**src/rtl/atom_kbd_matrix.sv**
```systemverilog
// Atom keyboard matrix: turns PS/2 scancode bytes into a 10x6 key matrix plus
// CTRL/SHIFT/REPT/BREAK lines, and answers PIA row selects with active-low
// column data.
module atom_kbd_matrix #(
    parameter int NUM_ROWS       = 10,
    parameter int NUM_COLS       = 6,
    parameter bit CLEAR_ON_ERROR = 1'b1
) (
    input  logic       clk,
    input  logic       reset,
    input  logic [7:0] ps2_code,
    input  logic       ps2_valid,
    input  logic [3:0] row_sel,
    output logic [7:0] key_cols,
    output logic       rept_n,
    output logic       break_n
);

    typedef enum logic [1:0] {S_IDLE, S_EXT, S_BRK, S_EXTBRK} state_t;

    typedef enum logic [2:0] {
        K_NONE, K_MATRIX, K_LSHIFT, K_RSHIFT, K_LCTRL, K_RCTRL, K_REPT, K_BREAK
    } kind_t;

    typedef struct packed {
        kind_t      kind;
        logic [3:0] row;
        logic [2:0] col;
    } key_t;

    state_t     state, state_nxt;
    logic       do_make, do_release, do_clear, cur_ext;
    key_t       key;
    logic [5:0] matrix [NUM_ROWS];
    logic       lshift, rshift, lctrl, rctrl, rept, brk;

    function automatic key_t mk(input logic [3:0] row, input logic [2:0] col);
        key_t k;
        k.kind = K_MATRIX;
        k.row  = row;
        k.col  = col;
        return k;
    endfunction

    // {ext,code} -> Atom key position or modifier.
    function automatic key_t map_key(input logic ext, input logic [7:0] code);
        key_t k;
        k.kind = K_NONE;
        k.row  = 4'd0;
        k.col  = 3'd0;
        case ({ext, code})
            9'h012:  k.kind = K_LSHIFT;
            9'h059:  k.kind = K_RSHIFT;
            9'h014:  k.kind = K_LCTRL;
            9'h114:  k.kind = K_RCTRL;
            9'h011:  k.kind = K_REPT;
            9'h007:  k.kind = K_BREAK;
            // row 0: 3 - G Q ESC
            9'h026:  k = mk(4'd0, 3'd1);
            9'h04E:  k = mk(4'd0, 3'd2);
            9'h034:  k = mk(4'd0, 3'd3);
            9'h015:  k = mk(4'd0, 3'd4);
            9'h076:  k = mk(4'd0, 3'd5);
            // row 1: 2 , F P Z
            9'h01E:  k = mk(4'd1, 3'd1);
            9'h041:  k = mk(4'd1, 3'd2);
            9'h02B:  k = mk(4'd1, 3'd3);
            9'h04D:  k = mk(4'd1, 3'd4);
            9'h01A:  k = mk(4'd1, 3'd5);
            // row 2: UP 1 ; E O Y
            9'h175:  k = mk(4'd2, 3'd0);
            9'h016:  k = mk(4'd2, 3'd1);
            9'h04C:  k = mk(4'd2, 3'd2);
            9'h024:  k = mk(4'd2, 3'd3);
            9'h044:  k = mk(4'd2, 3'd4);
            9'h035:  k = mk(4'd2, 3'd5);
            // row 3: RIGHT 0 / D A X
            9'h174:  k = mk(4'd3, 3'd0);
            9'h045:  k = mk(4'd3, 3'd1);
            9'h04A:  k = mk(4'd3, 3'd2);
            9'h023:  k = mk(4'd3, 3'd3);
            9'h01C:  k = mk(4'd3, 3'd4);
            9'h022:  k = mk(4'd3, 3'd5);
            // row 4: DELETE 9 . C N W
            9'h066:  k = mk(4'd4, 3'd0);
            9'h046:  k = mk(4'd4, 3'd1);
            9'h049:  k = mk(4'd4, 3'd2);
            9'h021:  k = mk(4'd4, 3'd3);
            9'h031:  k = mk(4'd4, 3'd4);
            9'h01D:  k = mk(4'd4, 3'd5);
            // row 5: COPY(TAB) 8 ' B M V
            9'h00D:  k = mk(4'd5, 3'd0);
            9'h03E:  k = mk(4'd5, 3'd1);
            9'h052:  k = mk(4'd5, 3'd2);
            9'h032:  k = mk(4'd5, 3'd3);
            9'h03A:  k = mk(4'd5, 3'd4);
            9'h02A:  k = mk(4'd5, 3'd5);
            // row 6: 7 RETURN L S K U
            9'h03D:  k = mk(4'd6, 3'd0);
            9'h05A:  k = mk(4'd6, 3'd1);
            9'h04B:  k = mk(4'd6, 3'd2);
            9'h01B:  k = mk(4'd6, 3'd3);
            9'h042:  k = mk(4'd6, 3'd4);
            9'h03C:  k = mk(4'd6, 3'd5);
            // row 7: 6 5 J R I T
            9'h036:  k = mk(4'd7, 3'd0);
            9'h02E:  k = mk(4'd7, 3'd1);
            9'h03B:  k = mk(4'd7, 3'd2);
            9'h02D:  k = mk(4'd7, 3'd3);
            9'h043:  k = mk(4'd7, 3'd4);
            9'h02C:  k = mk(4'd7, 3'd5);
            // row 8: 4 H = LOCK [ backslash
            9'h025:  k = mk(4'd8, 3'd0);
            9'h033:  k = mk(4'd8, 3'd1);
            9'h055:  k = mk(4'd8, 3'd2);
            9'h058:  k = mk(4'd8, 3'd3);
            9'h054:  k = mk(4'd8, 3'd4);
            9'h05D:  k = mk(4'd8, 3'd5);
            // row 9: SPACE ^(backtick) LEFT DOWN ]
            9'h029:  k = mk(4'd9, 3'd0);
            9'h00E:  k = mk(4'd9, 3'd1);
            9'h16B:  k = mk(4'd9, 3'd2);
            9'h172:  k = mk(4'd9, 3'd3);
            9'h05B:  k = mk(4'd9, 3'd4);
            default: k.kind = K_NONE;
        endcase
        return k;
    endfunction

    function automatic logic is_error_code(input logic [7:0] code);
        return (code == 8'h00) || (code == 8'hFF) || (code == 8'hAA);
    endfunction

    assign key = map_key(cur_ext, ps2_code);

    // Prefix FSM state register.
    always_ff @(posedge clk) begin
        if (reset) state <= S_IDLE;
        else       state <= state_nxt;
    end

    // Prefix decode: next state and the make/release/clear action for this byte.
    always_comb begin
        state_nxt  = state;
        do_make    = 1'b0;
        do_release = 1'b0;
        do_clear   = 1'b0;
        cur_ext    = 1'b0;
        if (ps2_valid) begin
            if (CLEAR_ON_ERROR && is_error_code(ps2_code)) begin
                do_clear  = 1'b1;
                state_nxt = S_IDLE;
            end else begin
                case (state)
                    S_IDLE: begin
                        if (ps2_code == 8'hE0)      state_nxt = S_EXT;
                        else if (ps2_code == 8'hF0) state_nxt = S_BRK;
                        else                        do_make   = 1'b1;
                    end
                    S_EXT: begin
                        cur_ext = 1'b1;
                        if (ps2_code == 8'hF0) state_nxt = S_EXTBRK;
                        else if (ps2_code != 8'hE0) begin
                            do_make   = 1'b1;
                            state_nxt = S_IDLE;
                        end
                    end
                    S_BRK: begin
                        if (ps2_code != 8'hE0 && ps2_code != 8'hF0) begin
                            do_release = 1'b1;
                            state_nxt  = S_IDLE;
                        end
                    end
                    S_EXTBRK: begin
                        cur_ext = 1'b1;
                        if (ps2_code != 8'hE0 && ps2_code != 8'hF0) begin
                            do_release = 1'b1;
                            state_nxt  = S_IDLE;
                        end
                    end
                    default: state_nxt = S_IDLE;
                endcase
            end
        end
    end

    // Key state: set on make, clear on release, wipe on reset or error code.
    always_ff @(posedge clk) begin
        if (reset || do_clear) begin
            for (int r = 0; r < NUM_ROWS; r++) matrix[r] <= 6'h00;
            lshift <= 1'b0;
            rshift <= 1'b0;
            lctrl  <= 1'b0;
            rctrl  <= 1'b0;
            rept   <= 1'b0;
            brk    <= 1'b0;
        end else if (do_make || do_release) begin
            case (key.kind)
                K_MATRIX: begin
                    if (int'(key.row) < NUM_ROWS && int'(key.col) < NUM_COLS)
                        matrix[key.row][key.col] <= do_make;
                end
                K_LSHIFT: lshift <= do_make;
                K_RSHIFT: rshift <= do_make;
                K_LCTRL:  lctrl  <= do_make;
                K_RCTRL:  rctrl  <= do_make;
                K_REPT:   rept   <= do_make;
                K_BREAK:  brk    <= do_make;
                default:  ;
            endcase
        end
    end

    // Registered PIA-facing outputs, all active low.
    always_ff @(posedge clk) begin
        if (reset) begin
            key_cols <= 8'hFF;
            rept_n   <= 1'b1;
            break_n  <= 1'b1;
        end else begin
            key_cols[5:0] <= (int'(row_sel) < NUM_ROWS) ? ~matrix[row_sel] : 6'h3F;
            key_cols[6]   <= ~(lctrl | rctrl);
            key_cols[7]   <= ~(lshift | rshift);
            rept_n        <= ~rept;
            break_n       <= ~brk;
        end
    end

endmodule
```
**config.mk**
```make
export PLATFORM = sky130hd
export DESIGN_NAME = atom_kbd_matrix
export DESIGN_NICKNAME = d
export VERILOG_FILES = /design/src/rtl/atom_kbd_matrix.sv
export SDC_FILE = /design/constraint.sdc
export NUM_CORES = 1
export LEC_CHECK = 0
export BUFFER_PORTS_ARGS = -buffer_cell sky130_fd_sc_hd__buf_2
export CORE_UTILIZATION = 55
export DETAILED_ROUTE_END_ITERATION = 10
export PLACE_DENSITY = 0.75
export RECOVER_POWER = 100
export SLEW_MARGIN = 10
export SYNTH_ARGS = -nofsm -noshare
export SYNTH_HDL_FRONTEND = slang
export SYNTH_SLANG_ARGS = --single-unit
```
**constraint.sdc**
```tcl
create_clock -name clk -period 2.8 [get_ports clk]
set_input_delay 0.14 -clock clk [delete_from_list [all_inputs] [get_ports clk]]
set_output_delay 0.14 -clock clk [all_outputs]
set_load 0.01 [all_outputs]
```
==> flow_metrics.env <==
export IMPL_status="finished with violations"
export IMPL_violations="max-capacitance violations, max-slew violations"
export IMPL_cp_data_arrival_time_ps=2810
export IMPL_syn_area_um2=5300
export IMPL_nets=723
export IMPL_synthAdderAreaFrac_pct=0
export IMPL_hold_buffers=0
export IMPL_power_density_nw_per_um2=383
export IMPL_stdcell_count=842
export IMPL_tightest_slew_ps=1520
export IMPL_slowest_stage="or4_4"
export IMPL_yosysWarnings=0
export IMPL_track_usage_pct=35.3
export IMPL_power_leakage_nw=2.76
export IMPL_cts_root_buf="clkbuf_8"
export IMPL_endpoint_kind="flip-flop"
export IMPL_wire_per_inst_um=20.3
export IMPL_avgSynthCellArea_um2=9.71
export IMPL_ys_seq_area_share_pct=40.8
export IMPL_first_pass_iters=7
export IMPL_crit_type="input port to flip-flop"
export IMPL_drc=0
export IMPL_synth_compound_area_share_pct=19.5
export IMPL_period_minus_slack_ps=2750
export IMPL_placed_cells=826
export IMPL_whs_ps=98.2
export IMPL_async_flop_share_pct=0
export IMPL_diodes=0
export IMPL_dieArea_um2=10000
export IMPL_worst_setup_path_start_kind="input port"
export IMPL_core_um2=9280
export IMPL_rsz0062_at_grt="yes"
export IMPL_hold_start="row_sel[3]"
export IMPL_hold_path_class="input port to flip-flop"
export IMPL_max_slew_margin_pct=-1.52
export IMPL_dr_first_iter_drc_count=394
export IMPL_cts_buffer_depth=2
export IMPL_cts_htree_levels=3
export IMPL_critical_path_startpoint="ps2_code[4]"
export IMPL_cts_made_buffers=9
export IMPL_synth_simple_area_share_pct=24.4
export IMPL_fin_skew_ps=6.78
export IMPL_area_delta_synth_final_pct=31.3
export IMPL_reg_top3="matrix: 60 flops, key_cols: 8 flops, state: 2 flops"
export IMPL_io_buffers=24
export IMPL_fill_cells=678
export IMPL_synthMuxAreaShare_pct=9.06
export IMPL_setup_viol=0
export IMPL_worstPathRequired_ps=2860
export IMPL_synth_distinct_cells=85
export IMPL_start_util_pct=57.1
export IMPL_largest_reg_flops=60
export IMPL_r2r_start="state[0]$_SDFFE_PP0P_"
export IMPL_yosysTopAreaCell="edfxtp_1"
export IMPL_drive_gt1_share_pct=36.7
export IMPL_antenna_found_initial=0
export IMPL_grt_overflow=0
export IMPL_rows=35
export IMPL_final_hold_violation_count=0
export IMPL_die_y_um=100
export IMPL_clk_latency_ps=360
export IMPL_ys_top_cells_by_area="edfxtp_1, dfxtp_1, mux4_2"
export IMPL_io_pins=25
export IMPL_gp_congestion=0.987
export IMPL_totalWireLength_mm=17.1
export IMPL_synth_edf_count=60
export IMPL_fmax_ghz=0.363
export IMPL_hpwl_mm=12.8
export IMPL_cts_sinks=78
export IMPL_synth_ff_type="edfxtp_1"
export IMPL_dp_slack_ps=-397
export IMPL_crit_fanout=14
export IMPL_netlist_instances=546
export IMPL_synth_top_area_share_pct=34.0
export IMPL_cap_violations=1
export IMPL_grt_pass1_wl_mm=26.7
export IMPL_ys_ff_latch=78
export IMPL_grt_max_degree=32
export IMPL_die_x_um=100
export IMPL_grt_pass1_vias=5098
export IMPL_synth_top_family_by_area="simple AND/OR/NAND/NOR gates"
export IMPL_antenna_left=0
export IMPL_synth_xor_area_share_pct=0
export IMPL_largest_register="matrix"
export IMPL_clkSlewWorstSetupHoldPaths_ps=80
export IMPL_multiInputGateArea_um2=2910
export IMPL_seqCellArea_um2=2160
export IMPL_crit_path_cell_trace="buf_2, buf_4, or4bb_1, o22ai_2, a311o_1, or4_4, o21ai_2, and3b_1, buf_4, nand3b_2, o21ai_2"
export IMPL_vias=5225
export IMPL_vias_per_cell=6.21
export IMPL_tritoncts="yes"
export IMPL_slowest_delay_ps=450
export IMPL_slew_violations=19
export IMPL_fin_crit_sh_pct=98.3
export IMPL_ir_drop_uv=257
export IMPL_final_core_util_pct=75.0
export IMPL_setup_ws_ps=47.0
[cell usage in the layout, fill, tap and decap left out, types with 4 or more instances in the layout]
cell / n
a211oi_1: 7
a21oi_1: 15
a22oi_1: 4
and3_1: 6
buf_12: 4
buf_2: 12
buf_4: 173
clkbuf_1: 13
clkbuf_8: 9
dfxtp_1: 18
edfxtp_1: 60
inv_1: 9
mux2i_1: 21
mux4_2: 12
nand2_1: 25
nand2b_1: 15
nand3_1: 8
nand3_2: 4
nand3b_1: 5
nor2_1: 53
nor2b_1: 11
nor3_1: 24
nor3_2: 5
nor4_1: 5
nor4b_1: 4
o21ai_0: 39
o21ai_1: 26
o21ai_2: 4
o22ai_1: 10
o31ai_1: 5
[critical path: cells and delay by family]
family / cells / cell delay (ps)
AOI/OAI and AO/OA: 4 / 880
and+or+nand+nor: 4 / 1250
buffers and inverters: 3 / 530
[stage by stage]
step | power, W | area [µm²] | TNS (ps)
after detailed placement | 0.00181 | 6710 | -31390
after global routing | 0.00275 | 6960 | -82.7
final | 0.00267 | 6960 | 0
after CTS | 0.00264 | 6920 | 0
after global placement | 0.00180 | 6710 | -24940
after floorplan | 0.00158 | 5310 | 0
[final timing paths]
path                                                    to  slack (ps)  cells past startpoint
worst min-delay path                key_cols[4]$_SDFF_PP1_         100                      3
worst max register to register  matrix[1][4]$_SDFFCE_PN0P_         180                     10
worst min register to register           rept_n$_SDFF_PP1_         400                      1
worst max-delay path            matrix[1][4]$_SDFFCE_PN0P_          50                     11
[layout make-up]
class | count | area share (%)
flip-flops and latches | 78 | 31.1
clock inverters | 6 | 0.970
well taps | 129 | 2.32
repair buffers | 204 | 21.6
inverters | 9 | 0.485
multi-input cells | 406 | 41.8
clock buffers | 10 | 1.83
[synthesized netlist by cell type (6+ instances only)]
master,count
and3_1,6
inv_1,8
nor3_1,24
mux2i_1,21
a211oi_1,7
nand3_1,9
clkbuf_1,18
nand2b_1,15
nor2b_1,11
a21oi_1,16
dfxtp_1,18
o21ai_0,51
mux4_2,12
buf_4,10
edfxtp_1,60
o22ai_1,11
nand2_1,25
o21ai_1,16
buf_2,20
nor2_1,53
[cell families after synthesis]
logic type	after synthesis
muxes	33
buffers and inverters	63
AOI/OAI and AO/OA	157
DFF	78
and+or+nand+nor	214
other	1
[layer usage]
layer | global-route usage [%] | vias up | share of wire (%)
met5 | 0 | - | 0
met4 | 22.6 | 0 | 6.0
met3 | 4.04 | 72 | 5.9
met2 | 62.7 | 281 | 51
met1 | 40.3 | 2444 | 37
li1 | - | 2428 | -
[what timing repair did]
action / 4_1_cts / 5_1_grt
cloned: 0 / 0
pin swaps: 0 / 1
endpoints found under the setup margin: 17 / 62
buffers inserted: 0 / 0
resized for setup: 3 / 27
[where the power goes]
| part | total [W] | internal, W | switching (W) | leakage [nW] |
|---|---|---|---|---|
| clock | 0.000852 | 0.000419 | 0.000433 | 0.0982 |
| combinational | 0.000528 | 0.000238 | 0.000290 | 1.88 |
| sequential | 0.00129 | 0.00127 | 0.0000120 | 0.789 |
(Power assumes the default switching activity.)
